$ cat config.mk
export PLATFORM = sky130hd
export DESIGN_NAME = ula_seq
export DESIGN_NICKNAME = d
export VERILOG_FILES = /design/src/rtl/ula_seq.sv
export SDC_FILE = /design/constraint.sdc
export NUM_CORES = 1
export LEC_CHECK = 0
export ABC_AREA = 0
export CORE_ASPECT_RATIO = 0.75
export CORE_MARGIN = 2
export CORE_UTILIZATION = 30
export DETAILED_ROUTE_END_ITERATION = 16
export HOLD_SLACK_MARGIN = 0.02
export PLACE_DENSITY = 0.58
export SLEW_MARGIN = 20
export SYNTH_ARGS = -nofsm -noshare
export SYNTH_HDL_FRONTEND = slang
export SYNTH_SLANG_ARGS = --single-unit
$ cat constraint.sdc
create_clock -name Clock -period 1.1 [get_ports Clock]
set_input_delay 0.275 -clock Clock [delete_from_list [all_inputs] [get_ports Clock]]
set_output_delay 0.275 -clock Clock [all_outputs]
set_load 0.005 [all_outputs]
$ cat src/rtl/ula_seq.sv
// ula_seq: registered ULA with single-cycle ALU ops and optional iterative shift-add multiply
// Build option: define ULA_MUL_EN to compile in the MUL state and datapath (opcode 111).
// Ports:
//   Clock, Resetn       rising-edge clock, asynchronous active-low reset
//   Start, Operacao     launch request and operation select
//   A, Buswires         operands; Buswires[SHW-1:0] is the SHL amount
//   Ulaout              registered result, held until the next Done
//   Busy, Done          multicycle-in-progress, one-cycle result pulse
//   Zero/Neg/Carry/Ovf  status flags, updated only with Done
module ula_seq #(
    parameter int WIDTH = 16,
    localparam int SHW = $clog2(WIDTH)
) (
    input  logic             Clock,
    input  logic             Resetn,
    input  logic             Start,
    input  logic [WIDTH-1:0] A,
    input  logic [WIDTH-1:0] Buswires,
    input  logic [2:0]       Operacao,
    output logic [WIDTH-1:0] Ulaout,
    output logic             Busy,
    output logic             Done,
    output logic             Zero,
    output logic             Neg,
    output logic             Carry,
    output logic             Ovf
);
    logic [WIDTH:0] sum, dif, shl;
    logic [WIDTH-1:0] res, nres;
    logic cy, ov, nc, nv, cap;
    always_comb begin
        sum = {1'b0, A} + {1'b0, Buswires};
        dif = {1'b0, A} - {1'b0, Buswires};
        shl = {1'b0, A} << Buswires[SHW-1:0];
        res = '0;
        cy = 1'b0;
        ov = 1'b0;
        case (Operacao)
            3'b000: begin
                res = sum[WIDTH-1:0];
                cy = sum[WIDTH];
                ov = (A[WIDTH-1] == Buswires[WIDTH-1]) && (sum[WIDTH-1] != A[WIDTH-1]);
            end
            3'b001: begin
                res = dif[WIDTH-1:0];
                cy = dif[WIDTH];
                ov = (A[WIDTH-1] != Buswires[WIDTH-1]) && (dif[WIDTH-1] != A[WIDTH-1]);
            end
            3'b010: res = A & Buswires;
            3'b011: res = A | Buswires;
            3'b100: res = A ^ Buswires;
            3'b101: res = {{(WIDTH-1){1'b0}}, $signed(A) < $signed(Buswires)};
            3'b110: begin
                res = shl[WIDTH-1:0];
                // bit WIDTH holds the last bit shifted out; a zero shift leaves it 0
                cy = shl[WIDTH];
            end
            default: res = '0;
        endcase
    end
`ifdef ULA_MUL_EN
    typedef enum logic {IDLE, MUL} state_t;
    state_t state, state_n;
    logic [2*WIDTH-1:0] mcand, acc, acc_n;
    logic [WIDTH-1:0] mplier;
    logic [SHW-1:0] cnt;
    assign acc_n = acc + (mplier[0] ? mcand : '0);
    assign Busy = (state == MUL);
    always_comb begin
        state_n = state;
        cap = 1'b0;
        nres = res;
        nc = cy;
        nv = ov;
        if (state == IDLE) begin
            if (Start && Operacao == 3'b111) state_n = MUL;
            else cap = Start;
        end else if (cnt == SHW'(WIDTH-1)) begin
            state_n = IDLE;
            cap = 1'b1;
            nres = acc_n[WIDTH-1:0];
            nc = |acc_n[2*WIDTH-1:WIDTH];
            nv = 1'b0;
        end
    end
    always_ff @(posedge Clock or negedge Resetn) begin
        if (!Resetn) state <= IDLE;
        else state <= state_n;
    end
    // operands reload every idle cycle, so the values present on the Start edge are the ones kept
    always_ff @(posedge Clock or negedge Resetn) begin
        if (!Resetn) begin
            mcand <= '0;
            mplier <= '0;
            acc <= '0;
            cnt <= '0;
        end else if (state == IDLE) begin
            mcand <= {{WIDTH{1'b0}}, A};
            mplier <= Buswires;
            acc <= '0;
            cnt <= '0;
        end else begin
            mcand <= mcand << 1;
            mplier <= mplier >> 1;
            acc <= acc_n;
            cnt <= cnt + 1'b1;
        end
    end
`else
    assign Busy = 1'b0;
    assign cap = Start;
    assign nres = res;
    assign nc = cy;
    assign nv = ov;
`endif
    always_ff @(posedge Clock or negedge Resetn) begin
        if (!Resetn) begin
            Ulaout <= '0;
            Done <= 1'b0;
            Zero <= 1'b0;
            Neg <= 1'b0;
            Carry <= 1'b0;
            Ovf <= 1'b0;
        end else begin
            Done <= cap;
            if (cap) begin
                Ulaout <= nres;
                Zero <= (nres == '0);
                Neg <= nres[WIDTH-1];
                Carry <= nc;
                Ovf <= nv;
            end
        end
    end
endmodule
==> out/results.tsv <==
stage	metric	value	unit
run_status	status	finished with violations	
run_status	violations	setup timing	
final_layout	fin_cells	1054	
final_layout	multi_input_area	4440	µm²
placement	gp_congestion	0.912	
sta	setup_violations	22	
drt	wl_per_cell	20.2	µm
final_layout	antenna_cells	0	
clocking	cts-root-buf	clkbuf_16	
synth	synth_fp_nets	648	
sta	finalCritPeriodShare	2.43	
drt	drt_wl_total	21300	µm
final_layout	mostFrequentLayoutCell	buf_4	
synth	netlist_instances	559	
setup_path	path_class	input pin to register	
sta	fin_worst_skew	0	ns
clocking	hold_buffers	0	
placement	dp.cells	997	
synth	async_reset_ff_frac	1.00	
die	num_rows	37	
synth	yosys.area_share.simple	0.192	
drt	viasPerCell	5.52	
sta	grt_setup_unrepaired	true	
final_layout	fillers	1223	
clocking	cts_sinks	20	
synth	synth-compound-area-share	0.323	
synth	synth_top_family_by_area	compound AO/OA/AOI/OAI gates	
sta	fmax	0.374	GHz
synth	muxShareOfSynthArea	0.119	
clocking	clkTransAtPathRegs	0.06	ns
setup_path	rr_startpoint	Ulaout[15]	
setup_path	worst-r2r-setup-slack	-0.02	ns
synth	ys_warn_count	0	
power_and_ir_drop	power_leakage	3.79	nW
final_layout	area_growth	95.6	%
drt	drc	0	
synth	synth-main-ff-cell	dfrtp_1	
die	dieHeight	107	µm
clocking	cts_tree	yes	
die	core_region_area	13800	µm²
sta	worst_slew_pin_slew	0.554	ns
drt	dr.pass1.iters	6	
synth	synthXorXnorAreaFrac	0.00615	
sta	hold_viol	0	
final_layout	final_util	0.605	
synth	synth_edf_count	0	
drt	initialDrtViolationCount	365	
setup_path	crit_end	Zero	
setup_path	worst_setup_path_end_kind	register	
worst_hold_path	hold_path.class	input pin to async pin	
global_routing	grt_first_pass_wirelength	32900	µm
sta	drv_slew	0	
die	design.die.area	15200	µm²
drt	vias	5823	
die	die_w	142	µm
global_routing	grt_pass1_vias	5802	
clocking	clock_path_buffers	2	
global_routing	antenna_found_initial	0	
synth	seq_area_frac_synth	0.117	
synth	yosys_register_bits	20	
drt	ant_nets	0	
synth	syn_avg_cell_area	7.64	µm²
placement	io_buffers	58	
sta	slew-limit-headroom	0.628	
setup_path	worstSetupStartpoint	A[0]	
setup_path	cp-start-kind	input pin	
global_routing	grt_max_degree	32	
die	ios	60	
setup_path	crit_arrival	2.83	ns
global_routing	grt.overflow.total	0	
final_layout	final_cell_mix	buf_4, nor2_1, buf_6	
synth	synth_cell_types	87	
final_layout	seqCellArea	500	µm²
sta	min_period	2.68	ns
final_layout	final_nets	969	
setup_path	critPathRequiredTime	1.26	ns
setup_path	cp_max_fo	3	
setup_path	reg2reg_depth	4	
power_and_ir_drop	power_density	744	nW/µm²
flow_run	maxCapViolCount	0	
synth	synth_fa_ha_area_frac	0.153	
sta	tns	-22.34	ns
clocking	cts_buffers	3	
placement	post-dp-hpwl	16500	µm
final_layout	drive_gt1_frac	0.626	
clocking	htree_levels	1	
global_routing	track_usage	0.279	
die	start_util	0.309	
power_and_ir_drop	max-vdd-ir-drop	0.575	mV
synth	syn_area	4270	µm²
sta	fin_ws	-1.58	ns
setup_path	r2r_end	Ulaout[15]	
clocking	insertion_delay	0.26	ns
==> per-stage QoR <==
| stage | hold WS, ns | total power, mW | setup slack (ns) | instance area, µm² |
|---|---|---|---|---|
| after floorplan | -0.0206 | 2.52 | -1.69 | 4560 |
| after global placement | 0.467 | 4.34 | -2.56 | 6940 |
| after detailed placement | 0.475 | 4.36 | -2.62 | 6940 |
| after CTS | 0.356 | 5.90 | -1.76 | 8030 |
| after global routing | 0.362 | 6.56 | -1.70 | 8350 |
| final | 0.350 | 6.21 | -1.58 | 8350 |
==> area by class of cell <==
cell class,count,share of cell area
multi-input cells,449,0.531
repair buffers,357,0.345
flip-flops and latches,20,0.0599
inverters,49,0.0271
well taps,175,0.0262
clock buffers,4,0.0106
==> how the worst min path moves through the flow <==
stage | cells after the start | start | to | slack [ns]
finish | 2 | Resetn | Ovf | 0.35
global route | 2 | Resetn | Carry | 0.36
CTS | 2 | Resetn | Carry | 0.36
detailed placement | 1 | Ulaout[2] | Ulaout[2] | 0.47
global placement | 1 | Ulaout[2] | Ulaout[2] | 0.47
floorplan | 0 | Resetn | Carry | -0.02
==> power by group <==
| part | internal, mW | switching [mW] | total, mW |
|---|---|---|---|
| sequential | 0.843 | 0.0517 | 0.895 |
| clock | 0.556 | 0.296 | 0.852 |
| combinational | 2.33 | 2.13 | 4.46 |
| total | 3.73 | 2.48 | 6.21 |
==> cells in the mapped netlist (3+ instances only) <==
library cell	instances	area share
nor2_1	54	0.047
a21oi_1	52	0.061
ha_1	49	0.14
inv_1	46	0.040
nand2_1	31	0.027
o21ai_0	24	0.028
clkbuf_1	21	0.018
dfrtp_1	20	0.12
mux2i_1	15	0.035
buf_2	13	0.015
nor3_1	13	0.015
o22ai_1	13	0.019
a22oi_1	11	0.019
mux2_2	11	0.029
nand2b_1	9	0.013
nand3_1	9	0.011
a31oi_1	8	0.012
nand4_1	8	0.012
o211ai_1	8	0.014
a211oi_1	7	0.012
mux4_2	7	0.037
nor4_1	7	0.010
o221ai_1	7	0.014
a311oi_1	6	0.012
nor2b_1	5	0.0073
o21bai_1	5	0.0088
o31ai_1	5	0.0088
or2_2	5	0.0073
a211o_1	4	0.0082
o21a_1	4	0.0070
o22a_1	4	0.0082
a21o_1	3	0.0053
a221o_1	3	0.0070
buf_4	3	0.0053
nor3b_1	3	0.0053
o21ai_1	3	0.0035
or3_1	3	0.0044
==> cells by family (layout without fill, tap and decap cells) <==
family,count (synthesis),in the layout
xor+xnor,3,3
compound gates,193,193
simple gates,164,164
mux,37,37
flops,20,20
fa+ha+maj,51,51
other cells,1,1
buf+inv,90,410
==> routing by layer <==
metal / routed length (µm) / GRT usage / vias up
met5: 0 / 0 / -
met4: 565 / 0.0614 / 0
met3: 1300 / 0.0378 / 42
met1: 9730 / 0.392 / 2839
met2: 9730 / 0.457 / 228
li1: - / - / 2714
==> registers in the layout (all words and copies together) (netlist names) <==
name    cells
Ulaout     16
Carry       1
Done        1
Ovf         1
Zero        1
==> worst max-delay path, stage by stage <==
cell and delay, ns:
buf_8 0.08, ha_2 0.19, inv_2 0.04, fa_2 0.37
buf_4 0.16, or2_4 0.22, a31oi_1 0.19, a32o_2 0.19
o211ai_1 0.13, nor3_2 0.22, nand4_1 0.19, nor4_4 0.20
nand4_1 0.14, o41ai_2 0.23
==> repair_timing <==
item | 4_1_cts | 5_1_grt
gates resized for setup | 368 | 78
buffers inserted | 54 | 16
pin swaps | 77 | 41
cloned | 0 | 0
endpoints found under the setup margin | 40 | 23
Note: power is estimated with default switching activity, not from simulation.
